File: config.mk
export PLATFORM = sky130hd
export DESIGN_NAME = neuron_mac_flat
export DESIGN_NICKNAME = d
export VERILOG_FILES = /design/src/rtl/neuron_mac_if.sv /design/src/rtl/neuron_mac.sv /design/src/flat_wrapper.sv
export SDC_FILE = /design/constraint.sdc
export NUM_CORES = 1
export LEC_CHECK = 0
export ABC_AREA = 1
export ABC_CLOCK_PERIOD_IN_PS = 3650
export BUFFER_PORTS_ARGS = -buffer_cell sky130_fd_sc_hd__buf_2
export CORE_MARGIN = 10
export CORE_UTILIZATION = 53
export DETAILED_ROUTE_END_ITERATION = 10
export GPL_TIMING_DRIVEN = 1
export PLACE_DENSITY = 0.7
export SYNTH_ARGS = -nofsm -noshare
export SYNTH_HDL_FRONTEND = slang
export SYNTH_SLANG_ARGS = --single-unit
File: constraint.sdc
create_clock -name clk -period 3.65 [get_ports clk]
set_clock_uncertainty 0.15 [all_clocks]
set_input_delay 0.73 -clock clk [delete_from_list [all_inputs] [get_ports clk]]
set_output_delay 0.73 -clock clk [all_outputs]
set_load 0.01 [all_outputs]
File: src/rtl/neuron_mac_if.sv
// Beat stream into a neuron accumulator and finished-sum handoff to the activation stage.
interface neuron_mac_if #(
  parameter int dataWidth   = 16,
  parameter int weightWidth = 16,
  parameter int sumWidth    = 32
);
  logic                   in_valid;
  logic                   in_ready;
  logic [dataWidth-1:0]   in_data;
  logic [weightWidth-1:0] in_weight;
  logic [dataWidth-1:0]   bias;
  logic                   out_valid;
  logic                   out_ready;
  logic [sumWidth-1:0]    out_sum;

  modport master (
    input  in_valid, in_data, in_weight, bias, out_ready,
    output in_ready, out_valid, out_sum
  );
  modport slave (
    output in_valid, in_data, in_weight, bias, out_ready,
    input  in_ready, out_valid, out_sum
  );
endinterface

File: src/rtl/neuron_mac.sv
// Per-neuron multiply-accumulate: registered product, saturating accumulate, bias add,
// then the sum is held on a valid/ready port until the activation stage takes it.
module neuron_mac #(
  parameter int sumWidth        = 32,
  parameter int sumIntWidth     = 15,
  parameter int sumFracWidth    = 17,
  parameter int dataWidth       = 16,
  parameter int dataFracWidth   = 10,
  parameter int weightWidth     = 16,
  parameter int weightFracWidth = 10,
  parameter int numInputs       = 16
) (
  input  logic          clk,
  input  logic          rst_n,
  input  logic          clear,
  neuron_mac_if.master  bus
);
  if (sumIntWidth + sumFracWidth != sumWidth || numInputs < 1) begin : g_param_chk
    $error("neuron_mac: inconsistent parameters");
  end

  localparam int PW   = dataWidth + weightWidth;
  localparam int SH   = dataFracWidth + weightFracWidth - sumFracWidth;
  localparam int BSH  = sumFracWidth - dataFracWidth;
  localparam int unsigned SHR  = (SH  > 0) ? SH   : 0;
  localparam int unsigned SHL  = (SH  < 0) ? -SH  : 0;
  localparam int unsigned BSHR = (BSH < 0) ? -BSH : 0;
  localparam int unsigned BSHL = (BSH > 0) ? BSH  : 0;
  // Work width holds any aligned term plus the accumulator with headroom, so the clamp sees the true sum.
  localparam int W1   = (PW + int'(SHL) > sumWidth) ? PW + int'(SHL) : sumWidth;
  localparam int AW   = ((dataWidth + int'(BSHL) > W1) ? dataWidth + int'(BSHL) : W1) + 2;
  localparam int CW   = $clog2(numInputs + 1);
  localparam logic [CW-1:0] LAST = CW'(numInputs - 1);
  localparam logic signed [AW-1:0] SMAX = {{(AW-sumWidth+1){1'b0}}, {(sumWidth-1){1'b1}}};
  localparam logic signed [AW-1:0] SMIN = ~SMAX;

  typedef enum logic [1:0] {ACCUM, DRAIN, BIAS, OUT} state_t;

  state_t                      state, state_nx;
  logic                        in_ready, out_valid, accept, handshake;
  logic [CW-1:0]               count;
  logic                        prod_vld;
  logic signed [PW-1:0]        prod;
  logic signed [sumWidth-1:0]  acc;
  logic [sumWidth-1:0]         sum_q;
  logic signed [AW-1:0]        acc_x, prod_x, bias_x, acc_p, acc_b;

  function automatic logic signed [sumWidth-1:0] sat(input logic signed [AW-1:0] v);
    if (v > SMAX)      return SMAX[sumWidth-1:0];
    else if (v < SMIN) return SMIN[sumWidth-1:0];
    else               return v[sumWidth-1:0];
  endfunction

  always_comb begin
    state_nx  = state;
    in_ready  = 1'b0;
    out_valid = 1'b0;
    unique case (state)
      ACCUM: begin
        in_ready = 1'b1;
        if (bus.in_valid && count == LAST) state_nx = DRAIN;
      end
      DRAIN: state_nx = BIAS;
      BIAS:  state_nx = OUT;
      OUT: begin
        out_valid = 1'b1;
        if (bus.out_ready) state_nx = ACCUM;
      end
    endcase
    if (clear) state_nx = ACCUM;
  end

  always_ff @(posedge clk or negedge rst_n)
    if (!rst_n) state <= ACCUM;
    else        state <= state_nx;

  assign accept        = bus.in_valid && in_ready;
  assign handshake     = out_valid && bus.out_ready;
  assign bus.in_ready  = in_ready;
  assign bus.out_valid = out_valid;
  assign bus.out_sum   = sum_q;

  // Alignment: one of each shift pair is zero, so a negative fraction difference becomes a left shift.
  always_comb begin
    acc_x  = AW'(acc);
    prod_x = AW'(prod);
    prod_x = (prod_x >>> SHR) <<< SHL;
    bias_x = AW'($signed(bus.bias));
    bias_x = (bias_x >>> BSHR) <<< BSHL;
    acc_p  = acc_x + prod_x;
    acc_b  = acc_x + bias_x;
  end

  always_ff @(posedge clk or negedge rst_n) begin
    if (!rst_n) begin
      acc      <= '0;
      count    <= '0;
      prod     <= '0;
      prod_vld <= 1'b0;
      sum_q    <= '0;
    end else if (clear) begin
      acc      <= '0;
      count    <= '0;
      prod_vld <= 1'b0;
    end else begin
      prod_vld <= accept;
      if (accept) begin
        prod  <= PW'($signed(bus.in_data)) * PW'($signed(bus.in_weight));
        count <= count + 1'b1;
      end
      if (prod_vld) acc <= sat(acc_p);
      if (state == BIAS) begin
        acc   <= sat(acc_b);
        sum_q <= sat(acc_b);
      end
      if (handshake) begin
        acc   <= '0;
        count <= '0;
      end
    end
  end
endmodule

File: src/flat_wrapper.sv
// flat-port wrapper written by rule: the top's interface ports become plain ports
module neuron_mac_flat 
#(
  parameter int sumWidth        = 32,
  parameter int sumIntWidth     = 15,
  parameter int sumFracWidth    = 17,
  parameter int dataWidth       = 16,
  parameter int dataFracWidth   = 10,
  parameter int weightWidth     = 16,
  parameter int weightFracWidth = 10,
  parameter int numInputs       = 16
)
  (clk, rst_n, clear, bus_in_valid, bus_in_data, bus_in_weight, bus_bias, bus_out_ready, bus_in_ready, bus_out_valid, bus_out_sum);
  neuron_mac_if #(.dataWidth(dataWidth), .weightWidth(weightWidth), .sumWidth(sumWidth)) bus_i ();
  input  logic clk;
  input  logic rst_n;
  input  logic clear;
  input wire logic [$bits(bus_i.in_valid)-1:0] bus_in_valid;
  input wire logic [$bits(bus_i.in_data)-1:0] bus_in_data;
  input wire logic [$bits(bus_i.in_weight)-1:0] bus_in_weight;
  input wire logic [$bits(bus_i.bias)-1:0] bus_bias;
  input wire logic [$bits(bus_i.out_ready)-1:0] bus_out_ready;
  output wire logic [$bits(bus_i.in_ready)-1:0] bus_in_ready;
  output wire logic [$bits(bus_i.out_valid)-1:0] bus_out_valid;
  output wire logic [$bits(bus_i.out_sum)-1:0] bus_out_sum;
  assign bus_i.in_valid = bus_in_valid;
  assign bus_i.in_data = bus_in_data;
  assign bus_i.in_weight = bus_in_weight;
  assign bus_i.bias = bus_bias;
  assign bus_i.out_ready = bus_out_ready;
  assign bus_in_ready = bus_i.in_ready;
  assign bus_out_valid = bus_i.out_valid;
  assign bus_out_sum = bus_i.out_sum;
  neuron_mac #(.sumWidth(sumWidth), .sumIntWidth(sumIntWidth), .sumFracWidth(sumFracWidth), .dataWidth(dataWidth), .dataFracWidth(dataFracWidth), .weightWidth(weightWidth), .weightFracWidth(weightFracWidth), .numInputs(numInputs)) u_core (.clk(clk), .rst_n(rst_n), .clear(clear), .bus(bus_i));
endmodule
==> metrics.txt, run 1 <==
largest area contributor in the netlist fa_1; required time of the worst setup path 3.76 ns; DR pass1 iterations 7; syn nets 3141; count of final max-slew check failures 0; I/O pins 87; #FFs+latches synth between 100 and 150; library cells used by synthesis 48; Setup Viol. Count Final 28; Die W 209 um; Final HPWL DP 45200 um; synth-to-layout area growth 24.6%; final wirelength 54900 um; post-layout net count 3373; n_diodes 0; internal reg-to-reg setup slack 0.57 ns; Worst Path Arrival 5.73 ns; worst setup margin -1.97 ns; critical path type input pin to flip-flop; Crit. End Element flip-flop; Crit Path Max Fanout 10; initial antenna violation count 0; GRT Util Overall 24.9%; Initial Util between 50% and 60%; share of post-route cells with drive strength above 1 22.9%; Clock Pin Slew Worst Setup and Hold Paths approximately 0.070 ns; min-delay worst type input pin to async pin; Longest Clk Path Bufs 2; fin crit period 5.62 ns; Final Hold Viols 0; Fillers 3052; Clk Latency, worst-skew pair around 0.37 ns; synth cell count leaders 829 x nand2_1, 627 x inv_1, 264 x fa_1, 145 x nor2_1, 143 x ha_1; Port Buffer Count 86; Syn Area/Cell 7.07 um2; Iter 0 DRT Violations roughly 940; Routed Antenna Nets 0; Slew @ Worst Pin 0.713 ns; most common cell in the netlist nand2_1; cell count after placement 3321; routability cong. between 0.9 and 1; Vert. Die Dim 209 um; Synth Flop Type dfrtp_1; Yosys warnings 0; outcome finished with violations; largest net degree at the start of global routing between 50 and 60; Post-Syn Instances between 2000 and 3000; wire per inst 16.3 um; RSZ-0062 raised after global routing true; Sum Neg Setup Slack -45.22 ns; die area 0.0437 mm2; total clock sinks 101; cts hold-fix bufs 0; crit path launch type input pin; grt ovf 0; fraction of registers with async set/reset 100%; total CTS buffers 9; share of the synthesized area in the top cell type about 28%; maxcap violations 0; cell area after synthesis around 0.019 mm2; Synth area leaders fa_1 28%, nand2_1 16%, dfrtp_1 13%; Post-synth EDFFs 0; number of global-route vias before repair 18449; Max-slew headroom 52.5%; Vias/cell 5.16; Root Driver clkbuf_16; via count 17426; CTS tree built; core area between 0.03 and 0.04 mm2; Rows 69; period utilization 154%; failing checks negative setup slack; H-tree Lvls 3; register area share after synthesis 13.3%; Max Fclk 178 MHz; number of non-filler instances in the completed layout 3378; drt drc 0; first-pass GRT wire length 90000 um
-- registers in the layout, indices dropped and copies added, names as in the netlist --
name and count:
u_core.acc 32, u_core.bus.out_sum 32, u_core.prod 29, u_core.count 5, u_core.state 2, u_core.prod_vld 1
-- worst paths after layout --
path | startpoint | to | cells past startpoint
setup reg to reg | u_core.prod[3] | u_core.acc[1] | 18
hold / removal | rst_n | u_core.bus.out_sum[6] | 1
setup / recovery | bus_in_data[15] | u_core.prod[22] | 24
max in group asynchronous | rst_n | u_core.acc[23] | 2
hold reg to reg | u_core.prod[30] | u_core.prod[30] | 2
min in group clk | u_core.prod[30] | u_core.prod[30] | 2
-- final cells by class --
| cell class | instances | area [um2] | area share [%] |
|---|---|---|---|
| multi-input combinational | 1858 | 15100 | 64.1 |
| sequential | 101 | 2530 | 10.7 |
| tap | 461 | 577 | 2.44 |
| clock inverter | 6 | 78.8 | 0.334 |
| timing repair buffer | 310 | 2670 | 11.3 |
| inverter | 633 | 2400 | 10.1 |
| clock buffer | 9 | 225 | 0.954 |
-- worst max-delay path: stages --
cell,delay [ns]
buf_8,0.13
nand2_2,0.07
inv_2,0.04
fa_1,0.54
inv_2,0.07
buf_4,0.14
fa_1,0.45
fa_1,0.49
inv_1,0.05
fa_1,0.49
fa_1,0.50
inv_1,0.05
fa_1,0.52
inv_1,0.06
ha_4,0.26
a21oi_4,0.17
buf_6,0.12
o21ai_2,0.06
o21bai_2,0.20
a21oi_1,0.14
nand2_1,0.09
or2_2,0.27
nand3_1,0.07
nand2_1,0.05
-- logic make-up (layout without fill, tap and decap cells) --
family	count (synthesis)	in the layout	synth area share (%)
buffers and inverters	722	958	14.7
flip-flops	101	101	13.3
AO/OA/AOI/OAI	196	196	6.14
AND/OR/NAND/NOR	1201	1201	25.9
XOR/XNOR	53	53	2.45
multiplexers	1	1	0.0594
adder cells (fa/ha/maj)	407	407	37.3
-- stage by stage --
stage | setup WS [ns] | util, % | instance area [um2] | hold slack (ns)
floorplan | -2.25 | - | 19900 | 0.284
global placement | -2.62 | 61.1 | 21600 | 0.325
detailed placement | -2.70 | 61.1 | 21600 | 0.323
CTS | -1.95 | 65.1 | 23100 | 0.289
global route | -2.19 | 66.7 | 23600 | 0.315
finish | -1.97 | 66.7 | 23600 | 0.261
-- what timing repair did --
item                                    in CTS  in global routing
resized for setup                          242                112
gates cloned                                 2                  1
endpoints found under the setup margin      27                 27
endpoints found under the hold margin        0                  0
pin swaps                                  153                 78
buffers inserted                            24                 16
-- metal layers --
| layer | global-route usage [%] | part of all wire [%] | up-vias | wire, um |
|---|---|---|---|---|
| met5 | 0 | 0 | - | 0 |
| met4 | 12.3 | 5.0 | 0 | 2760 |
| met3 | 2.25 | 3.4 | 143 | 1860 |
| met2 | 45.5 | 51 | 448 | 28100 |
| met1 | 28.6 | 40 | 8358 | 22200 |
| li1 | - | - | 8477 | - |
-- cell usage in the layout, fill, tap and decap left out, types with 12 or more instances in the layout --
cell type	instances
nand4_1	22
buf_6	49
a21oi_2	13
xnor2_1	12
a21oi_1	50
fa_2	23
nand2_4	30
nand2_2	48
nor2_1	118
a21oi_4	14
o21bai_1	17
ha_1	102
fa_1	241
a31oi_1	33
xor2_1	34
buf_12	15
o21ai_1	14
buf_4	177
inv_1	556
ha_4	38
inv_2	69
o21ai_0	16
nand2_1	761
nor2_4	13
dfrtp_1	101
nand3_1	132
nor2_2	20
buf_2	56
or2_4	13
Power of run 1 is left out: the tool's default activity adds up to more than one toggle a clock period on the data nets, which glitch-free logic cannot reach.
==> run 2: changes to the inputs <==
--- a/config.mk
+++ b/config.mk
@@ -8,11 +8,13 @@
 export ABC_AREA = 1
 export ABC_CLOCK_PERIOD_IN_PS = 3650
 export BUFFER_PORTS_ARGS = -buffer_cell sky130_fd_sc_hd__buf_2
-export CORE_MARGIN = 10
-export CORE_UTILIZATION = 53
+export CELL_PAD_IN_SITES_DETAIL_PLACEMENT = 0
+export CELL_PAD_IN_SITES_GLOBAL_PLACEMENT = 1
+export CORE_MARGIN = 3
+export CORE_UTILIZATION = 51
 export DETAILED_ROUTE_END_ITERATION = 10
 export GPL_TIMING_DRIVEN = 1
-export PLACE_DENSITY = 0.7
+export PLACE_DENSITY_LB_ADDON = 0.1
 export SYNTH_ARGS = -nofsm -noshare
 export SYNTH_HDL_FRONTEND = slang
 export SYNTH_SLANG_ARGS = --single-unit
==> run 2 against run 1 <==
The flow still finishes with violations (negative setup slack). Final cell count up 0.15%. Worst setup slack lost 0.12 ns. Die area decreased by 9.6%. Core utilization fell by 1.8 points. Maximum frequency down 2.1%. Register-to-register slack better by 0.08 ns. Critical path type unchanged. Critical endpoint is now u_core.prod[29].
==> metrics.txt, run 2 (same netlist as run 1, synthesis figures left out) <==
outcome finished with violations; failing checks negative setup slack; core area 0.0361 mm2; drt drc 0; H-tree Lvls 3; period utilization 157%; Iter 0 DRT Violations approximately 670; worst setup margin -2.09 ns; count of final max-slew check failures 0; Reg-to-Reg Start u_core.prod[3]; initial antenna violation count 0; Routed Antenna Nets 0; Vias/cell 5.06; required time of the worst setup path 3.74 ns; critical path type input pin to flip-flop; post-route cell area 0.0234 mm2; RR Endpoint u_core.acc[8]; most common cell after layout, fill and taps aside nand2_1; fin crit period 5.74 ns; Max Fclk 174 MHz; RSZ-0062 raised after global routing true; M1 GR Usage 33.6%; crit path launch type input pin; Place WS -2.75 ns; Rows 69; min-delay worst type input pin to async pin; CTS tree built; post-layout net count 3377; Clock Pin Slew Worst Setup and Hold Paths 0.08 ns; GRT Util Overall 27.7%; DR pass1 iterations 5; Root Driver clkbuf_16; synth-to-layout area growth 23.7%; Slew @ Worst Pin 0.942 ns; Worst Setup EP u_core.prod[29]; final wirelength ~53000 um; wire per inst 15.7 um; total clock sinks 101; internal reg-to-reg setup slack about 0.65 ns; Max-slew headroom 36.8%; GRT Max-Usage Layer met2; total CTS buffers 9; die area 0.0395 mm2; Crit. End Element flip-flop; share of post-route cells with drive strength above 1 21.6%; Global Route met2 Usage 51.4%; largest net degree at the start of global routing 73; Die W 199 um; Placement Cell Area 0.0217 mm2; grt met3 use roughly 1.5%; Crit Path Max Fanout 7; Final HPWL DP 44900 um; Setup Viol. Count Final 27; Worst Path Arrival 5.84 ns; via count 17108; Fillers around 3200; Initial Util 52.5%; Final Hold Viols 0; maxcap violations 0; Port Buffer Count 86; n_diodes 0; R2R depth 18; Clk Latency, worst-skew pair ~0.36 ns; number of global-route vias before repair 18112; first-pass GRT wire length between 80000 and 90000 um; Vert. Die Dim approximately 200 um; routability cong. 0.954; area of the multi-input gates 0.0150 mm2; grt ovf 0; I/O pins 87; register area 0.00253 mm2; crit path from bus_in_weight[15]; Longest Clk Path Bufs 2; cts hold-fix bufs 0; most frequent cells in the layout 777 x nand2_1, 565 x inv_1, 252 x fa_1
## run 2: cell count changes in the layout (fill, tap and decap cells not counted), moves of 7 or more
| cell | change |
|---|---|
| inv_2 | -7 |
| nand2_1 | +16 |
| fa_1 | +11 |
| buf_2 | +8 |
| nand2_2 | -11 |
| inv_1 | +9 |
| buf_4 | +8 |
| buf_6 | -9 |
| fa_2 | -11 |
## run 2: final cells by class
cell class / instances / share of cell area, %
clock buffers: 9 / 0.961
clock inverters: 7 / 0.438
inverters: 633 / 10.2
multi-input cells: 1858 / 64.1
flip-flops and latches: 101 / 10.8
well taps: 461 / 2.46
repair buffers: 314 / 11.1
## run 2: how the worst min path moves through the flow
| stage | cells past startpoint | slack, ns | start | to |
|---|---|---|---|---|
| after floorplan | 0 | 0.28 | rst_n | u_core.acc[0] |
| after global placement | 2 | 0.33 | u_core.prod[14] | u_core.prod[14] |
| after detailed placement | 2 | 0.33 | u_core.prod[14] | u_core.prod[14] |
| after CTS | 2 | 0.36 | u_core.prod[14] | u_core.prod[14] |
| after global routing | 1 | 0.38 | u_core.bus.out_sum[31] | u_core.bus.out_sum[31] |
| final | 1 | 0.34 | rst_n | u_core.bus.out_sum[2] |
## run 2: repair_timing
| item | in CTS | in global routing |
|---|---|---|
| gates resized for setup | 219 | 71 |
| endpoints found under the setup margin | 27 | 27 |
| setup buffers | 34 | 7 |
| pin swaps | 129 | 47 |
## run 2: worst max-delay path, stage by stage
cell and delay [ns]:
buf_6 0.10, clkinvlp_4 0.17, buf_4 0.17, buf_4 0.10, nor2_1 0.05, fa_1 0.53, inv_1 0.06, fa_1 0.55
inv_1 0.06, fa_1 0.56, fa_1 0.44, fa_1 0.54, inv_1 0.05, fa_1 0.52, inv_1 0.06, ha_4 0.31
nand2_2 0.10, buf_4 0.15, nor2_4 0.13, nand2_1 0.08, o211ai_1 0.16, nand2_1 0.07, nand3_1 0.08, nand2_1 0.05
## run 2: routing by layer
metal | up-vias | share of wire (%) | routed length, um
met5 | - | 0 | 0
li1 | 8475 | - | -
met3 | 114 | 3.2 | 1680
met2 | 377 | 51 | 27000
met1 | 8142 | 42 | 22300
met4 | 0 | 4.3 | 2280
## run 2: per-stage QoR
stage | cells | hold WS (ns) | util, % | TNS, ns
2_1_floorplan | 2681 | 0.284 | - | -46.71
3_3_place_gp | 3329 | 0.335 | 60.1 | -59.04
3_5_place_dp | 3329 | 0.335 | 60.1 | -60.65
4_1_cts | 3378 | 0.355 | 64.1 | -44.98
5_1_grt | 3383 | 0.376 | 64.9 | -50.01
6_report | 3383 | 0.340 | 64.9 | -45.67
Power of run 2 is left out for the same reason.
